===== src/rtl/pulse_filter_sched.sv =====
// pulse_filter_sched
// Round-robin sampler that shares one majority-vote filter across NCH
// asynchronous input lines. A prescaler generates sample ticks, and each
// accepted tick starts a scan that visits one channel per clock.
//
// Ports:
//   clk, rst_n        clock, asynchronous active-low reset
//   clear_n           synchronous active-low clear (same effect as reset)
//   cfg_enable        run the prescaler and generate ticks
//   cfg_prescaler     tick period minus one, in clk cycles
//   i_raw[NCH]        raw asynchronous inputs
//   o_value[NCH]      filtered level per channel
//   o_rise/o_fall     single-cycle edge events of o_value
//   o_tick            accepted sample tick
//   o_busy            scan in progress
//   o_overrun         tick dropped because a scan was still running
//
// state  | meaning
// S_IDLE | waiting for a prescaler tick
// S_SCAN | sampling channel r_ch, one channel per cycle

module pulse_filter_sched #(
  parameter int NCH     = 4,
  parameter int PRESC_W = 16
) (
  input  logic               clk,
  input  logic               rst_n,
  input  logic               clear_n,
  input  logic               cfg_enable,
  input  logic [PRESC_W-1:0] cfg_prescaler,
  input  logic [NCH-1:0]     i_raw,
  output logic [NCH-1:0]     o_value,
  output logic [NCH-1:0]     o_rise,
  output logic [NCH-1:0]     o_fall,
  output logic               o_tick,
  output logic               o_busy,
  output logic               o_overrun
);

  localparam int CH_W = $clog2(NCH);
  localparam logic [CH_W-1:0] LAST_CH = CH_W'(NCH - 1);

  typedef enum logic {S_IDLE, S_SCAN} state_t;

  state_t              r_state, w_state_nxt;
  logic [CH_W-1:0]     r_ch, w_ch_nxt;
  logic [NCH-1:0]      r_sync1, r_sync2;
  logic [PRESC_W-1:0]  r_cnt;
  // Only the two previous samples feed the vote; the oldest history bit
  // would be shifted out unread, so it is not kept.
  logic [2:1]          r_hist [NCH];
  logic [NCH-1:0]      r_value, r_rise, r_fall;
  logic                w_tick, w_scan, w_sample, w_new;

  // Clear suppresses the tick so nothing else happens in the clear cycle.
  assign w_tick   = cfg_enable & clear_n & (r_cnt == cfg_prescaler);
  assign w_scan   = (r_state == S_SCAN);
  assign w_sample = r_sync2[r_ch];
  assign w_new    = (w_sample & r_hist[r_ch][2]) |
                    (w_sample & r_hist[r_ch][1]) |
                    (r_hist[r_ch][2] & r_hist[r_ch][1]);

  always_ff @(posedge clk or negedge rst_n) begin
    if (!rst_n) begin
      r_state <= S_IDLE;
      r_ch    <= '0;
    end else if (!clear_n) begin
      r_state <= S_IDLE;
      r_ch    <= '0;
    end else begin
      r_state <= w_state_nxt;
      r_ch    <= w_ch_nxt;
    end
  end

  always_comb begin
    w_state_nxt = r_state;
    w_ch_nxt    = r_ch;
    o_tick      = 1'b0;
    o_overrun   = 1'b0;
    o_busy      = w_scan;
    case (r_state)
      S_IDLE: begin
        if (w_tick) begin
          o_tick      = 1'b1;
          w_state_nxt = S_SCAN;
          w_ch_nxt    = '0;
        end
      end
      S_SCAN: begin
        // A tick during a scan is dropped, never queued.
        o_overrun = w_tick;
        if (r_ch == LAST_CH) begin
          w_state_nxt = S_IDLE;
          w_ch_nxt    = '0;
        end else begin
          w_ch_nxt = r_ch + CH_W'(1);
        end
      end
      default: begin
        w_state_nxt = S_IDLE;
        w_ch_nxt    = '0;
      end
    endcase
  end

  always_ff @(posedge clk or negedge rst_n) begin
    if (!rst_n) begin
      r_sync1 <= '0;
      r_sync2 <= '0;
      r_cnt   <= '0;
      r_value <= '0;
      r_rise  <= '0;
      r_fall  <= '0;
      for (int k = 0; k < NCH; k++) r_hist[k] <= '0;
    end else if (!clear_n) begin
      r_sync1 <= '0;
      r_sync2 <= '0;
      r_cnt   <= '0;
      r_value <= '0;
      r_rise  <= '0;
      r_fall  <= '0;
      for (int k = 0; k < NCH; k++) r_hist[k] <= '0;
    end else begin
      r_sync1 <= i_raw;
      r_sync2 <= r_sync1;
      // Equality compare against the live setting: lowering it below the
      // count lets the counter run on and wrap.
      if (!cfg_enable || (r_cnt == cfg_prescaler)) r_cnt <= '0;
      else                                          r_cnt <= r_cnt + PRESC_W'(1);
      r_rise <= '0;
      r_fall <= '0;
      if (w_scan) begin
        r_hist[r_ch]  <= {w_sample, r_hist[r_ch][2]};
        r_value[r_ch] <= w_new;
        r_rise[r_ch]  <= w_new & ~r_value[r_ch];
        r_fall[r_ch]  <= ~w_new & r_value[r_ch];
      end
    end
  end

  assign o_value = r_value;
  assign o_rise  = r_rise;
  assign o_fall  = r_fall;

endmodule


===== config.mk =====
export PLATFORM = sky130hd
export DESIGN_NAME = pulse_filter_sched
export DESIGN_NICKNAME = d
export VERILOG_FILES = /design/src/rtl/pulse_filter_sched.sv
export SDC_FILE = /design/constraint.sdc
export NUM_CORES = 1
export LEC_CHECK = 0
export CAP_MARGIN = 20
export CORE_MARGIN = 4
export CORE_UTILIZATION = 50
export DETAILED_ROUTE_END_ITERATION = 16
export PLACE_DENSITY = 0.77
export REMOVE_ABC_BUFFERS = 1
export SETUP_SLACK_MARGIN = 0.05
export SLEW_MARGIN = 20
export SYNTH_ARGS = -nofsm -noshare
export SYNTH_HDL_FRONTEND = slang
export SYNTH_SLANG_ARGS = --single-unit

===== constraint.sdc =====
create_clock -name clk -period 2.3 [get_ports clk]
set_clock_uncertainty 0.2 [all_clocks]
set_input_delay 0.23 -clock clk [delete_from_list [all_inputs] [get_ports clk]]
set_output_delay 0.23 -clock clk [all_outputs]
set_load 0.005 [all_outputs]

==> flow_summary.yaml <==
pwr:
  power_leakage_nw: 1.275
  p_total_mw: 1.482
  powerDensity_mw_per_mm2: 482.5
  ir_drop_uv: 357.5
place:
  portBuffers: 38
  place_hpwl_um: 3565
  gp_congestion: 0.8960
  placed_cells: 321
finish:
  multi_input_area_mm2: 0.001111
  antenna_cells: 0
  final.fill_count: 345
  nNetsFinal: 315
  register_area_mm2: 0.001176
  final_cell_mix: "dfrtp_1, clkdlybuf4s50_1, buf_4"
  area_growth_pct: 31.28
  drive_above_1_share: 0.1742
  final_common_cell: "dfrtp_1"
  layout.cells.non_filler: 339
sta:
  slew_headroom: 0.6169
  max_freq_mhz: 448.0
  finalCritPeriodShare: 0.9705
  fin_crit_ns: 2.232
  max_slew.worst_pin.slew_ns: 0.5746
  hold_violations: 0
  setup_viol: 0
  hold_ws_ns: 0.2587
  slew_viol_final: 0
  rsz0062_at_grt: "true"
worst_hold_path:
  hold_depth: 1
  hp-class: "reg -> reg"
synthesis:
  syn_inst: 222
  synth-edff-count: 0
  synth_warnings: 0
  syn-cell-area_mm2: 0.002340
  ys_seq_area_frac: 0.5027
  synth-async-reset-ratio: 1.000
  synth_cell_type_count: 33
  syn_avg_cell_area_um2: 10.54
  yosys_register_bits: 47
  synth_flop_cell: "dfrtp_1"
clocking:
  clockRootBuffer: "clkbuf_8"
  numClockSinks: 47
  clk_latency_ns: 0.30
  cts.clk_slew.worst_paths_ns: 0.09
  cts_tree: "done"
  htreeDepth: 2
  cts_buffers: 5
  cts_buffer_depth: 2
detailed_routing:
  drt_iter0_drc: 119
  antenna_left: 0
  drt-pass1-iter-count: 4
  drc_errors: 0
  vias: 1846
  finalWirelength_um: 4995
  wl_per_cell_um: 14.73
  viasPerCell: 5.445
global_route:
  antenna_found_initial: 0
  grt_first_pass_wirelength_um: 8756
  grt_max_degree: 48
  grt_usage: 0.1855
  overflow: 0
  grt_pass1_vias: 1829
setup_path:
  cp_max_fo: 3
  critPathCaptureType: "output pin"
  startpoint_type: "register"
  r2r_cells: 7
  critPathRequiredTime_ns: 1.87
  path_class: "reg -> out"
  cp_data_arrival_time_ns: 1.80
floorplan:
  core_area_mm2: 0.004444
  num_rows: 24
  die_y_um: 76.41
  fp.dieArea_mm2: 0.005838
  initial_core_util: 0.5265
  floorplan.die.width_um: 76.41
  io_pins: 39
flow_run:
  cap_violations: 0
outcome:
  status: "finished clean"
where the power goes:
group          switching [mW]  internal, mW
Clock                   0.262         0.274
Combinational          0.0471        0.0621
Sequential            0.00289         0.833
logic make-up (layout without fill, tap and decap cells):
logic type,Yosys count,after routing,synth area share
flops,47,47,0.5027
xor+xnor,28,28,0.1048
buf+inv,18,83,0.03262
fa+ha+maj,6,6,0.03155
mux,4,4,0.03850
compound gates,21,21,0.06578
simple gates,98,98,0.2241
layout make-up:
| class | count | share of cell area |
|---|---|---|
| clock buffers | 8 | 0.03259 |
| inverters | 7 | 0.008554 |
| multi-input cells | 157 | 0.3617 |
| flip-flops and latches | 47 | 0.3829 |
| well taps | 52 | 0.02118 |
| repair buffers | 68 | 0.1931 |
stage by stage:
step / setup TNS [ns] / cell area (um2) / worst slack (ns) / utilization
2_1_floorplan: -11.42 / 2290 / -0.7687 / -
3_3_place_gp: -0.4204 / 2887 / -0.2615 / 0.6495
3_5_place_dp: -0.4433 / 2887 / -0.2715 / 0.6495
4_1_cts: 0 / 3028 / 0.07603 / 0.6813
5_1_grt: -0.03503 / 3072 / -0.03503 / 0.6912
6_report: 0 / 3072 / 0.06781 / 0.6912
flip-flops by register name (all words and copies together), names as in the netlist:
name	flops
r_cnt	16
o_fall	4
r_sync2	4
r_ch	2
o_value	4
o_rise	4
r_hist	8
o_busy	1
r_sync1	4
critical path, cell delays in order (launching register included):
cell	delay, ns
dfrtp_1	0.41
xnor2_2	0.15
nand4_1	0.16
nor4_2	0.37
and4_1	0.28
buf_2	0.13
cell usage after synthesis, drive strengths merged, types with 2 or more instances:
library cell,number,share of area
ha,5,0.027
nor3,18,0.039
nand4,6,0.019
a211oi,2,0.0064
dfrtp,47,0.50
nor4,4,0.011
o21ai,2,0.0043
nand3,17,0.036
xor2,2,0.0075
mux4,4,0.039
a21boi,12,0.039
or3,2,0.0053
and3,2,0.0053
and2,16,0.043
nand2,23,0.037
inv,7,0.011
a31oi,2,0.0053
xnor2,26,0.097
nor2,3,0.0048
clkbuf,10,0.017
nor2b,2,0.0053
timing repair:
item | 4_1_cts | 5_1_grt
resized for setup | 5 | 5
hold buffers | 1 | 0
pin swaps | 7 | 7
hold endpoints to repair | 47 | 0
setup buffers | 5 | 4
endpoints found under the setup margin | 2 | 2
metal layers:
layer	wire length, um	track usage	up-vias
li1	-	-	895
met1	2179	0.2481	887
met2	2464	0.2961	53
met3	276	0.04255	11
met4	74	0.06522	0
met5	0	0	-
path summary, 6_finish.rpt:
kind / slack (ns) / start / endpoint
setup / recovery: 0.07 / r_cnt[1] / o_overrun
hold / removal: 0.26 / r_sync1[1] / r_sync2[1]
setup reg to reg: 0.23 / r_cnt[6] / r_cnt[13]
hold reg to reg: 0.26 / r_sync1[1] / r_sync2[1]
max in group asynchronous: 1.16 / rst_n / r_cnt[9]
min in group asynchronous: 0.34 / rst_n / o_value[2]
No activity file was read; power rests on OpenSTA's default activity.
